--- src/rtl/seqdet_pkg.sv ---
// Shared types and helpers for the programmable serial sequence detector.
package seqdet_pkg;

  typedef enum logic {
    MODE_RESTART = 1'b0,
    MODE_OVERLAP = 1'b1
  } seqdet_mode_e;

  localparam int DEFAULT_CNT_W = 8;

  // Width needed to hold a matched-prefix length in the range 0..pat_w
  function automatic int clog2_w(input int pat_w);
    return $clog2(pat_w + 1);
  endfunction

endpackage

--- src/rtl/seqdet_match_counter.sv ---
// Saturating match counter; a clear on the same edge as a match wins.
module seqdet_match_counter
  import seqdet_pkg::*;
#(
  parameter int CNT_W = DEFAULT_CNT_W
) (
  input  logic             clk,
  input  logic             reset,
  input  logic             detect,
  input  logic             cnt_clr,
  output logic [CNT_W-1:0] match_count
);

  always_ff @(posedge clk or negedge reset) begin
    if (!reset) begin
      match_count <= '0;
    end else if (cnt_clr) begin
      match_count <= '0;
    end else if (detect && (match_count != {CNT_W{1'b1}})) begin
      match_count <= match_count + CNT_W'(1);
    end
  end

endmodule

--- src/rtl/seqdetector_param.sv ---
// Runtime-programmable serial sequence detector with KMP-style prefix tracking.
// Define SEQDET_COUNT_EN to build the saturating match counter; otherwise match_count is tied to 0.
module seqdetector_param
  import seqdet_pkg::*;
#(
  parameter int             PAT_W   = 4,
  parameter logic [PAT_W-1:0] PATTERN = 4'b1011,
  parameter int             CNT_W   = DEFAULT_CNT_W,
  localparam int            SW      = clog2_w(PAT_W)
) (
  input  logic             clk,
  input  logic             reset,
  input  logic             en,
  input  logic             X,
  input  logic             overlap,
  input  logic             pat_load,
  input  logic [PAT_W-1:0] pat_in,
  input  logic             cnt_clr,
  output logic             detect,
  output logic [SW-1:0]    state,
  output logic [CNT_W-1:0] match_count
);

  localparam int VW = PAT_W + 1;
  localparam logic [VW-1:0] ONES = '1;

  logic [PAT_W-1:0] pat_reg;
  logic [VW-1:0]    pat_lsb;
  logic [VW-1:0]    hist_vec;
  int               match_len;
  int               border_len;
  logic             hit;
  logic [SW-1:0]    state_nxt;

  // The matched prefix plus the new bit is rebuilt from the pattern itself (first-received bit at
  // index 0), so the longest prefix/suffix overlap is found directly without a precomputed table.
  always_comb begin
    pat_lsb = '0;
    for (int i = 0; i < PAT_W; i++) begin
      pat_lsb[i] = pat_reg[PAT_W-1-i];
    end
    hist_vec = (pat_lsb & ~(ONES << state)) | (VW'(X) << state);

    match_len = 0;
    for (int k = 1; k <= PAT_W; k++) begin
      if ((k <= int'(state) + 1) &&
          (((hist_vec >> (int'(state) + 1 - k)) & ~(ONES << k)) == (pat_lsb & ~(ONES << k)))) begin
        match_len = k;
      end
    end

    border_len = 0;
    for (int k = 1; k < PAT_W; k++) begin
      if (((pat_lsb >> (PAT_W - k)) & ~(ONES << k)) == (pat_lsb & ~(ONES << k))) begin
        border_len = k;
      end
    end

    hit = (match_len == PAT_W);
    if (hit) begin
      state_nxt = (overlap == MODE_OVERLAP) ? SW'(border_len) : '0;
    end else begin
      state_nxt = SW'(match_len);
    end
  end

  // A pattern load restarts the search and discards the bit presented on that edge.
  always_ff @(posedge clk or negedge reset) begin
    if (!reset) begin
      pat_reg <= PATTERN;
      state   <= '0;
      detect  <= 1'b0;
    end else if (pat_load) begin
      pat_reg <= pat_in;
      state   <= '0;
      detect  <= 1'b0;
    end else if (en) begin
      state  <= state_nxt;
      detect <= hit;
    end else begin
      detect <= 1'b0;
    end
  end

`ifdef SEQDET_COUNT_EN
  logic count_hit;
  assign count_hit = en & ~pat_load & hit;

  seqdet_match_counter #(
    .CNT_W(CNT_W)
  ) u_counter (
    .clk        (clk),
    .reset      (reset),
    .detect     (count_hit),
    .cnt_clr    (cnt_clr),
    .match_count(match_count)
  );
`else
  logic unused_cnt_clr;
  assign unused_cnt_clr = cnt_clr;
  assign match_count    = '0;
`endif

endmodule
--- config.mk ---
export PLATFORM = sky130hd
export DESIGN_NAME = seqdetector_param
export DESIGN_NICKNAME = d
export VERILOG_FILES = /design/src/rtl/seqdet_pkg.sv /design/src/rtl/seqdet_match_counter.sv /design/src/rtl/seqdetector_param.sv
export SDC_FILE = /design/constraint.sdc
export NUM_CORES = 1
export LEC_CHECK = 0
export BUFFER_PORTS_ARGS = -buffer_cell sky130_fd_sc_hd__buf_2
export CORE_ASPECT_RATIO = 2
export CORE_MARGIN = 5
export CORE_UTILIZATION = 27
export CTS_BUF_LIST = sky130_fd_sc_hd__clkbuf_4 sky130_fd_sc_hd__clkbuf_8
export CTS_CLUSTER_DIAMETER = 40
export DETAILED_ROUTE_END_ITERATION = 7
export HOLD_SLACK_MARGIN = 0.03
export PLACE_DENSITY = 0.43
export SYNTH_ARGS = -nofsm -noshare
export SYNTH_HDL_FRONTEND = slang
export SYNTH_SLANG_ARGS = --single-unit
--- constraint.sdc ---
create_clock -name clk -period 4.4 [get_ports clk]
set_input_delay 0.22 -clock clk [delete_from_list [all_inputs] [get_ports clk]]
set_output_delay 0.22 -clock clk [all_outputs]
set_load 0.02 [all_outputs]
==> summary.txt, run 1 <==
Global route
  • First-pass GRT wire length: 7260 µm
  • Largest net degree at the start of global routing: 16
  • Met2 usage: 25.9%
  • Met3 Use GR: 1.60%
  • Gr ovfl total: 0
  • Global route hottest layer: met2
  • Initial antenna violation count: 0
  • Total GRT Usage: 13.6%
  • GRT met1 Usage: 13.7%
  • Number of global-route vias before repair: 1485

Clocking
  • Total CTS buffers: 3
  • PostCTS Resize Cnt: 0
  • Clk slew on worst S/H paths: 0.05 ns
  • Root buf cell: clkbuf_8
  • CTS tree: built
  • Hold_buf cts: 1
  • Setup repair bufs after CTS: 0
  • Clk sink count: 8
  • CTS H-tree lvls: 1
  • CTS max path bufs: 2
  • Clk_lat worst skew: 0.24 ns

Cells and area
  • Inserted Diodes: 0
  • Max reg flops: 4
  • Final Instance Area: 0.00157 mm²
  • Commonest non-fill, non-tap cell in the layout: nand2_1
  • Fin nets: 221
  • Final non-filler cell total: 256
  • Fill cells: 580
  • Most frequent cells in the layout: nand2_1, nor2_1, buf_2, ha_1
  • Area growth from synthesis to layout: 9.23%
  • Share of cells above drive strength 1: 18.7%

Synth
  • Post-synth EDFFs: 0
  • Mapped Area: 0.00144 mm²
  • Top-area cell type share of the netlist area: 9.58%
  • Avg Inst Size Synth: 7.60 µm²
  • Post-Synthesis Cells: 189
  • Post-synthesis sequential area ratio: 14.2%
  • Main synth FF type: dfrtp_1
  • Synth Register Bits: 8
  • Ys async rst share: 100%
  • Yosys top cell by area: ha_1
  • Synth unique cells: 61
  • Top cells by area, synth: ha_1, dfrtp_1, dfstp_2, buf_4, nand2_1
  • Synth warn: 0

Routing
  • Vias/cell: 5.65
  • Via total after detailed routing: 1446
  • Post-DRT Antenna Nets: 0
  • Initial DRC count: 48
  • DR pass1 iterations: 4
  • Final wirelength: 4360 µm
  • Average wire per standard cell: 17.0 µm
  • DR DRC count: 0

Timing
  • Setup TNS: 0 ns
  • Hold Vio Cnt, Final: 0
  • Final setup vio count: 0
  • Minimum clock period: 3.41 ns
  • Setup repair after global routing missed its margin: false
  • Max Freq: 0.293 GHz
  • Fin crit share: 77.6%
  • Max Slew Vio Count: 0
  • Clock Skew: 0.00825 ns

Placed design
  • Post-Place Cell Area: 0.00151 mm²
  • DP Wirelength: 3620 µm
  • Port Buffer Count: 13
  • Dpl cells: 251
  • Routability cong.: 0.797

Run
  • Max Cap Violations: 0

Setup path
  • WP data required: 4.50 ns
  • Crit. Startpoint: state[2]$_DFFE_PN0P_
  • Crit path arrival time: 3.51 ns
  • Crit start category: flop
  • Crit end category: flop
  • Critical R2R Launch: state[2]$_DFFE_PN0P_
  • Crit path kind: reg2reg
  • Crit Path Max Fanout: 15

Run status
  • Status: complete, no violations

Min path
  • Worst min path class: in2reg
  • Min-delay src: pat_in[3]

Die
  • Die height: 113 µm
  • Core ar.: 0.00514 mm²
  • Die area: 0.00697 mm²
  • Initial cell density of the core: 28.0%
  • # rows: 37
  • IO Pins: 23
  • Die Wd: 61.6 µm

Power
  • PD cells: 590 mW/mm²
  • Pleak: 0.675 nW
  • Worst vdd ir: 312 µV
-- per-layer routing --
metal | share of wire, % | up-vias | wire, µm
li1 | - | 708 | -
met1 | 34 | 689 | 1480
met2 | 59 | 35 | 2580
met3 | 3.3 | 14 | 146
met4 | 3.8 | 0 | 166
met5 | 0 | - | 0
-- report_power, final --
part / total (mW) / leakage, nW / switching [mW] / internal, mW
Combinational: 0.717 / 0.551 / 0.410 / 0.307
Sequential: 0.107 / 0.0982 / 0.0198 / 0.0873
Clock: 0.102 / 0.0262 / 0.0327 / 0.0693
Total: 0.926 / 0.675 / 0.463 / 0.464
-- critical path, cell delays in order (launching register included) --
cell and delay [ns]:
dfrtp_1 0.61, inv_1 0.12, ha_1 0.34, inv_2 0.13, ha_1 0.17, nor2b_1 0.30, nor2_1 0.08, ha_1 0.27
nor2b_1 0.16, o311a_1 0.26, o2bb2ai_1 0.07, or3_1 0.41, a21oi_1 0.23, a31oi_1 0.13
-- cell type report --
cell class / count / area [µm²] / share of cell area (%)
repair buffers: 20 / 120 / 7.66
flip-flops and latches: 8 / 204 / 13.0
clock buffers: 4 / 48.8 / 3.11
well taps: 58 / 72.6 / 4.63
multi-input cells: 156 / 1090 / 69.2
inverters: 10 / 37.5 / 2.39
-- metrics by stage --
stage | hold slack [ns] | worst slack, ns | utilization [%] | total power [mW]
floorplan | -0.0756 | 1.13 | - | 0.650
global placement | 0.0794 | 0.894 | 29.4 | 0.837
detailed placement | 0.0763 | 0.942 | 29.4 | 0.833
CTS | 0.194 | 0.942 | 30.5 | 0.940
global route | 0.225 | 0.681 | 30.5 | 1.03
finish | 0.191 | 0.987 | 30.5 | 0.926
-- path summary, 6_finish.rpt --
check,to,slack (ns),cells after the start
max in group asynchronous,pat_reg[0]$_DFFE_PN1P_,3.79,2
max reg2reg,state[0]$_DFFE_PN0P_,0.99,13
max,state[0]$_DFFE_PN0P_,0.99,13
min in group asynchronous,state[1]$_DFFE_PN0P_,0.36,2
min,pat_reg[3]$_DFFE_PN1P_,0.19,3
min reg2reg,pat_reg[0]$_DFFE_PN1P_,0.73,1
-- synthesized netlist by cell type, types with 5 or more instances --
cell,count
o21ai_0,6
dfrtp_1,5
a31oi_1,6
nor3_1,6
nor2b_1,6
buf_2,6
nand2_1,18
nand3_1,7
xnor2_1,6
ha_1,11
mux2_2,5
clkbuf_1,5
buf_4,10
inv_1,8
nor2_1,14
-- cells by family (layout without fill, tap and decap cells) --
group                      after synthesis  in the layout  share of synthesized area (%)
AOI/OAI and AO/OA                       49             49                           26.4
xor gates and xnor gates                 7              7                           4.27
adders and majority gates               11             11                           9.58
buffers and inverters                   32             34                           12.0
DFF                                      8              8                           14.2
muxes                                    5              5                           3.92
other                                    1              8                          0.261
and+or+nand+nor                         76             76                           29.4
Note: power is estimated with default switching activity, not from simulation.
==> run 2, diff against run 1 <==
- ABC_AREA: not set -> 1
- PLACE_DENSITY: 0.43 -> 0.45
- clock period: 4.4 -> 3.1 ns (I/O delays scaled with it)
==> run 2 against run 1 <==
Fmax up 21%. Highest routed layer unchanged. Cell area increased by 1.4%. Wire length decreased by 0.64%. Critical path depth increased by 8. Register-to-register slack worse by 0.71 ns. Via count rose by 2.7%. Die area shrank 1.8%. First-iteration DRC count decreased by 10%. Clock power rose by 42%. Global-route usage rose by 0.30 points.
==> summary.txt, run 2 <==
Synth
  • Main synth FF type: dfrtp_1
  • Largest family of logic cells by synthesized area: simple AND/OR/NAND/NOR gates
  • Avg Inst Size Synth: 6.01 µm² (-21%)
  • Count leader, synth: nand2_1
  • Post-Synthesis Cells: 234 (+24%)
  • Synth unique cells: 31 (-49%)
  • Post-synth EDFFs: 0 (unchanged)
  • Synth Register Bits: 8 (unchanged)
  • Post-synthesis sequential area ratio: 14.5% (+0.30 points)
  • Post-Synth Simple-Gate Area: 46.4% (+17 points)
  • Multiplexer share of the synthesized area: 0% (-3.9 points)
  • Adder-Cell Fraction of Synth Area: 9.79% (+0.20 points)
  • Top cells by area, synth: nand2_1, nand3_1, ha_1, dfrtp_1, inv_1
  • XOR/XNOR Fraction of Synth Area: 3.02% (-1.2 points)
  • Yosys top cell by area: nand2_1
  • Top-area cell type share of the netlist area: 19.2% (+9.6 points)
  • Mapped Area: 0.00141 mm² (-2.1%)
  • Ys async rst share: 100% (unchanged)
  • Post-synth top cells: nand2_1, nand3_1, inv_1
  • Synth Area in Compound Gates: 10.2% (-16 points)
  • Synth warn: 0 (unchanged)

Power
  • Clk pwr share: 15.3% (+4.3 points)
  • Pleak: 0.889 nW (+32%)
  • Sw Ratio: 52.2% (+2.2 points)
  • Power Total: 0.948 mW (+2.3%)
  • NetSw: 0.495 mW (+6.9%)
  • Comb pwr share: 70.8% (-6.6 points)
  • Sequential share of power: 13.9% (+2.3 points)
  • PD cells: 596 mW/mm² (+0.94%)
  • Cell-internal power: 0.453 mW (-2.3%)
  • Worst vdd ir: 344 µV (+10%)

Global route
  • Initial antenna violation count: 0 (unchanged)
  • First-pass GRT wire length: 7130 µm (-1.8%)
  • Total GRT Usage: 13.9% (+0.30 points)
  • Number of global-route vias before repair: 1520 (+2.4%)
  • Largest net degree at the start of global routing: 15 (-1)
  • Gr ovfl total: 0 (unchanged)

Clocking
  • CTS H-tree lvls: 1 (unchanged)
  • Clk slew on worst S/H paths: 0.04 ns (about the same)
  • Clk sink count: 8 (unchanged)
  • Setup repair bufs after CTS: 0 (unchanged)
  • Root buf cell: clkbuf_8
  • Clk_lat worst skew: 0.23 ns (about the same)
  • CTS max path bufs: 2 (unchanged)
  • Total CTS buffers: 3 (unchanged)
  • CTS tree: built

Timing
  • Hold Vio Cnt, Final: 0 (unchanged)
  • Final setup vio count: 0 (unchanged)
  • Setup repair after global routing missed its margin: false
  • Minimum clock period: 2.83 ns (-0.587 ns)
  • Fin crit share: 91.2% (+14 points)
  • Hold slack: 0.0950 ns (-0.0964 ns)
  • Max Freq: 0.354 GHz (+21%)
  • Max Slew Vio Count: 0 (unchanged)
  • Worst setup margin: 0.274 ns (-0.713 ns)
  • Clock Skew: 0.00418 ns (-0.00407 ns)
  • Setup TNS: 0 ns (unchanged)

Placed design
  • Dpl cells: 307 (+22%)
  • Post-Place Setup Slack: 0.228 ns (-0.714 ns)
  • Routability cong.: 0.814 (+2.2%)
  • Port Buffer Count: 13 (unchanged)
  • DP Wirelength: 3710 µm (+2.5%)

Min path
  • Min-delay src: en
  • Worst min path class: in2reg
  • Worst hold endpoint: state[2]$_DFFE_PN0P_
  • Hold Path Depth: 2 (-1)

Setup path
  • Crit path arrival time: 2.99 ns (-0.52 ns)
  • Critical R2R Launch: state[0]$_DFFE_PN0P_
  • CP peak stage delay: 0.37 ns (-0.24 ns)
  • CP max stage cell: dfrtp_1
  • CP most frequent cell: nand2_1
  • Crit Path Max Fanout: 3 (-12)
  • WP data required: 3.27 ns (-1.23 ns)
  • Crit end category: flop
  • Crit start category: flop
  • Critical path cell sequence: ha_1 > inv_1 > ha_1 > inv_2 > ha_1 > nand2_1 > inv_1 > nor2_1 > ha_1 > inv_1 > nor2_2 > nand2_1 > nor2_1 > a21oi_1 > nor2_1 > nand3_1 > nor2_1 > nor2_2 > nand2_1 > nand2_1 > nand2_1
  • R2r setup slk: 0.27 ns (-0.71 ns)
  • R2R cell count: 21 (+8)
  • Crit path kind: reg2reg
  • Reg2Reg Capture Point: state[0]$_DFFE_PN0P_

Cells and area
  • Share of cells above drive strength 1: 22.0% (+3.4 points)
  • Max reg flops: 4 (unchanged)
  • Final non-filler cell total: 312 (+22%)
  • Fill cells: 603 (+4.0%)
  • Commonest non-fill, non-tap cell in the layout: nand2_1
  • Most frequent cells in the layout: nand2_1, nand3_1, inv_1, nor2_1, buf_2
  • Area growth from synthesis to layout: 13.1%
  • Inserted Diodes: 0 (unchanged)
  • Fin nets: 277 (+25%)

Routing
  • DR pass1 iterations: 5 (+1)
  • DR DRC count: 0 (unchanged)
  • Via total after detailed routing: 1485 (+2.7%)
  • Initial DRC count: 43 (-10%)
  • Final wirelength: 4340 µm (-0.64%)
  • Average wire per standard cell: 13.9 µm (-18%)
  • Post-DRT Antenna Nets: 0 (unchanged)
  • Vias/cell: 4.76 (-16%)

Die
  • Die Wd: 61.0 µm (-0.89%)
  • Die area: 0.00684 mm² (-1.8%)
  • IO Pins: 23 (unchanged)
  • Core ar.: 0.00509 mm² (-0.90%)
  • Initial cell density of the core: 27.6% (-0.34 points)
  • # rows: 37 (unchanged)
  • Die height: 112 µm (-0.96%)

Run status
  • Status: complete, no violations

Run
  • Max Cap Violations: 0 (unchanged)
run 2: changes by cell type in the layout (fill, tap and decap cells not counted), moves of 6 or more:
cell     before  now
nand2_2       0    9
nor2b_1       6    0
inv_1         8   26
nand2_1      18   72
nand3_1       7   30
run 2: critical path, delay by kind of cell (launching register included):
| family | cells | cell delay [ns] |
|---|---|---|
| compound gates | 1 | 0.08 |
| simple gates | 12 | 1.09 |
| flops | 1 | 0.37 |
| buf+inv | 4 | 0.29 |
| fa+ha+maj | 4 | 0.93 |
run 2: through the flow:
stage          utilization [%]  instance area [µm²]
4_1_cts                   31.2                 1590
2_1_floorplan                -                 1430
3_5_place_dp              30.0                 1530
5_1_grt                   31.2                 1590
6_report                  31.2                 1590
3_3_place_gp              30.0                 1530
run 2: final cells by class:
cell class / count / area (µm²) / share of cell area (%)
flip-flops and latches: 8 / 204 / 12.8
clock buffers: 4 / 48.8 / 3.07
repair buffers: 23 / 143 / 8.97
inverters: 30 / 113 / 7.08
well taps: 58 / 72.6 / 4.56
multi-input cells: 189 / 1010 / 63.5
run 2: logic make-up after synthesis:
| logic type | Yosys count |
|---|---|
| compound gates | 23 |
| xor+xnor | 4 |
| fa+ha+maj | 11 |
| buf+inv | 44 |
| flops | 8 |
| other cells | 1 |
| simple gates | 143 |
run 2: timing repair:
item	in CTS	in global routing
endpoints found under the setup margin	0	2
hold buffers	1	0
endpoints found under the hold margin	8	0
gates resized for setup	0	1
run 2: per-layer routing:
| metal | vias up | global-route usage [%] | wire length, µm |
|---|---|---|---|
| met5 | - | 0 | 0 |
| met1 | 665 | 12.2 | 1440 |
| met4 | 0 | 7.67 | 204 |
| li1 | 773 | - | - |
| met2 | 35 | 28.0 | 2580 |
| met3 | 12 | 0.690 | 111 |
run 2: worst max path at each step:
| stage | from | depth (start not counted) | end |
|---|---|---|---|
| global placement | state[0]$_DFFE_PN0P_ | 22 | state[0]$_DFFE_PN0P_ |
| CTS | state[0]$_DFFE_PN0P_ | 22 | state[0]$_DFFE_PN0P_ |
| floorplan | state[1]$_DFFE_PN0P_ | 23 | state[0]$_DFFE_PN0P_ |
| global route | state[0]$_DFFE_PN0P_ | 17 | state[0]$_DFFE_PN0P_ |
| finish | state[0]$_DFFE_PN0P_ | 21 | state[0]$_DFFE_PN0P_ |
| detailed placement | state[0]$_DFFE_PN0P_ | 22 | state[0]$_DFFE_PN0P_ |
run 2: power groups by stage:
| stage | Clock, mW | Combinational, mW | Sequential (mW) |
|---|---|---|---|
| floorplan | 0 | 0.500 | 0.142 |
| global route | 0.159 | 0.775 | 0.133 |
| detailed placement | 0 | 0.669 | 0.134 |
| global placement | 0 | 0.669 | 0.134 |
| CTS | 0.153 | 0.674 | 0.133 |
| finish | 0.145 | 0.671 | 0.132 |
==> run 3, diff against run 2 <==
==> constraint.sdc (replaced) <==
create_clock -name clk -period 3.1 [get_ports clk]
set_input_delay 0.31 -clock clk [delete_from_list [all_inputs] [get_ports clk]]
set_output_delay 0.31 -clock clk [all_outputs]
set_load 0.02 [all_outputs]
==> run 3 against run 2 <==
Global-route usage down 0.21 points. Die area unchanged. Clock-buffer cell count unchanged. Core utilization up 0.15 points. Worst setup slack better by 0.035 ns. Largest cell class unchanged.
==> summary.txt, run 3 (synthesis gave the netlist of run 2 again) <==
Timing
  • Max Slew Vio Count: 0 (unchanged)
  • Setup repair after global routing missed its margin: false
  • Clock Skew: 0.00279 ns (-0.00138 ns)
  • Worst setup margin: 0.309 ns (+0.0349 ns)
  • Hold Vio Cnt, Final: 0 (unchanged)
  • Setup TNS: 0 ns (unchanged)
  • Fin crit share: 90.0% (-1.1 points)
  • Max Freq: 0.358 GHz (+1.3%)
  • Minimum clock period: 2.79 ns (-0.0349 ns)
  • Final setup vio count: 0 (unchanged)

Setup path
  • Crit start category: flop
  • Critical path cell sequence: ha_1 > inv_1 > ha_1 > inv_2 > ha_1 > nand2_1 > inv_1 > nor2_1 > ha_1 > inv_1 > nor2_4 > nand2_1 > nor2_2 > a21oi_1 > nor2_1 > nand3_1 > nor2_1 > nor2_2 > nand2_1 > nand2_1 > nand2_1
  • CP max stage cell: dfrtp_1
  • CP most frequent cell: nand2_1
  • Crit end category: flop
  • CP bufs+invs: 4 (unchanged)
  • Crit Path Max Fanout: 3 (unchanged)
  • Crit path kind: reg2reg
  • WP data required: 3.26 ns (about the same)
  • Crit path arrival time: 2.96 ns (-0.03 ns)
  • CP peak stage delay: 0.37 ns (about the same)
  • Family with the most delay on the worst path: simple AND/OR/NAND/NOR gates

Die
  • Initial cell density of the core: 27.6% (unchanged)
  • # rows: 37 (unchanged)
  • Die height: 112 µm (unchanged)
  • Die area: 0.00684 mm² (unchanged)
  • Die Wd: 61.0 µm (unchanged)
  • Core ar.: 0.00509 mm² (unchanged)
  • IO Pins: 23 (unchanged)

Power
  • Sequential share of power: 14.0% (about the same)
  • PD cells: 590 mW/mm² (-1.1%)
  • Cell-internal power: 0.454 mW (+0.19%)
  • Worst vdd ir: 297 µV (-14%)
  • NetSw: 0.488 mW (-1.3%)
  • Clk pwr share: 14.7% (-0.6 points)
  • Comb pwr share: 71.3% (+0.5 points)
  • Power Total: 0.942 mW (-0.61%)
  • Pleak: 0.889 nW (about the same)
  • Sw Ratio: 51.8% (-0.38 points)

Clocking
  • CTS H-tree lvls: 1 (unchanged)
  • Clk slew on worst S/H paths: 0.04 ns (about the same)
  • CTS tree: built
  • Setup repair bufs after CTS: 0 (unchanged)
  • Total CTS buffers: 3 (unchanged)
  • CTS max path bufs: 2 (unchanged)
  • Clk_lat worst skew: 0.23 ns (about the same)
  • Root buf cell: clkbuf_8
  • Clk sink count: 8 (unchanged)

Cells and area
  • Fill cells: 594 (-1.5%)
  • Share of cells above drive strength 1: 22.4% (+0.39 points)
  • Area growth from synthesis to layout: 13.6%
  • Register area: 204 µm² (unchanged)
  • Commonest non-fill, non-tap cell in the layout: nand2_1
  • Inserted Diodes: 0 (unchanged)
  • Max reg flops: 4 (unchanged)
  • Most frequent cells in the layout: nand2_1, nand3_1, inv_1, nor2_1, buf_2
  • Area of the multi-input gates: 0.00102 mm² (+0.74%)
  • Fin util: 31.4% (+0.15 points)
  • Fin nets: 277 (unchanged)

Run
  • Max Cap Violations: 0 (unchanged)

Routing
  • Vias/cell: 4.64 (-2.5%)
  • Average wire per standard cell: 13.4 µm (-3.6%)
  • Final wirelength: 4180 µm (-3.6%)
  • DR pass1 iterations: 4 (-1)
  • Initial DRC count: 37 (-14%)
  • Via total after detailed routing: 1448 (-2.5%)
  • DR DRC count: 0 (unchanged)
  • Post-DRT Antenna Nets: 0 (unchanged)

Run status
  • Status: complete, no violations

Placed design
  • Port Buffer Count: 13 (unchanged)
  • DP Wirelength: 3680 µm (-0.71%)
  • Routability cong.: 0.834 (+2.4%)
  • Post-Place Setup Slack: 0.185 ns (-0.0428 ns)

Global route
  • First-pass GRT wire length: 7070 µm (-0.77%)
  • Gr ovfl total: 0 (unchanged)
  • Total GRT Usage: 13.7% (-0.21 points)
  • Number of global-route vias before repair: 1481 (-2.6%)
  • Largest net degree at the start of global routing: 15 (unchanged)
  • Initial antenna violation count: 0 (unchanged)

Min path
  • Worst min path class: in2reg
[run 3: cell counts in the layout (fill, tap and decap cells not counted)]
Identical to the previous run, type by type.
[run 3: layer usage]
metal	global-route usage (%)	up-vias	wire length (µm)
met2	27.7	24	2600
met5	0	-	0
met1	12.6	649	1370
met4	5.50	0	95
met3	1.27	6	108
li1	-	769	-
[run 3: metrics by stage]
| stage | instance area [µm²] | std cells | hold WS [ns] |
|---|---|---|---|
| CTS | 1590 | 312 | 0.242 |
| floorplan | 1430 | 241 | 0.0144 |
| finish | 1600 | 312 | 0.246 |
| detailed placement | 1530 | 307 | 0.167 |
| global route | 1600 | 312 | 0.254 |
| global placement | 1530 | 307 | 0.170 |
[run 3: final timing paths]
| kind | start | endpoint | slack, ns | cells past startpoint |
|---|---|---|---|---|
| worst max-delay path | state[0]$_DFFE_PN0P_ | state[0]$_DFFE_PN0P_ | 0.31 | 21 |
| worst min-delay path | en | state[2]$_DFFE_PN0P_ | 0.25 | 2 |
| worst max register to register | state[0]$_DFFE_PN0P_ | state[0]$_DFFE_PN0P_ | 0.31 | 21 |
| worst min register to register | state[2]$_DFFE_PN0P_ | state[2]$_DFFE_PN0P_ | 0.56 | 2 |
| max in group asynchronous | reset | pat_reg[0]$_DFFE_PN1P_ | 2.40 | 2 |
| min in group asynchronous | reset | state[2]$_DFFE_PN0P_ | 0.46 | 2 |
[run 3: final cells by class]
class,count,area share (%)
Multi-Input combinational cell,189,63.7
Sequential cell,8,12.8
Clock buffer,4,3.05
Inverter,30,7.05
Timing Repair Buffer,23,8.93
Tap cell,58,4.54
[run 3: power groups by stage]
stage,logic (mW),registers [mW],clock network [mW]
floorplan,0.500,0.142,0
global placement,0.670,0.133,0
detailed placement,0.667,0.134,0
CTS,0.671,0.133,0.146
global route,0.779,0.134,0.153
finish,0.672,0.132,0.138
[run 3: what timing repair did]
item / in CTS / in global routing
gates resized for setup: 0 / 3
hold endpoints to repair: 5 / 0
setup endpoints to repair: 0 / 2
hold buffers: 1 / 0
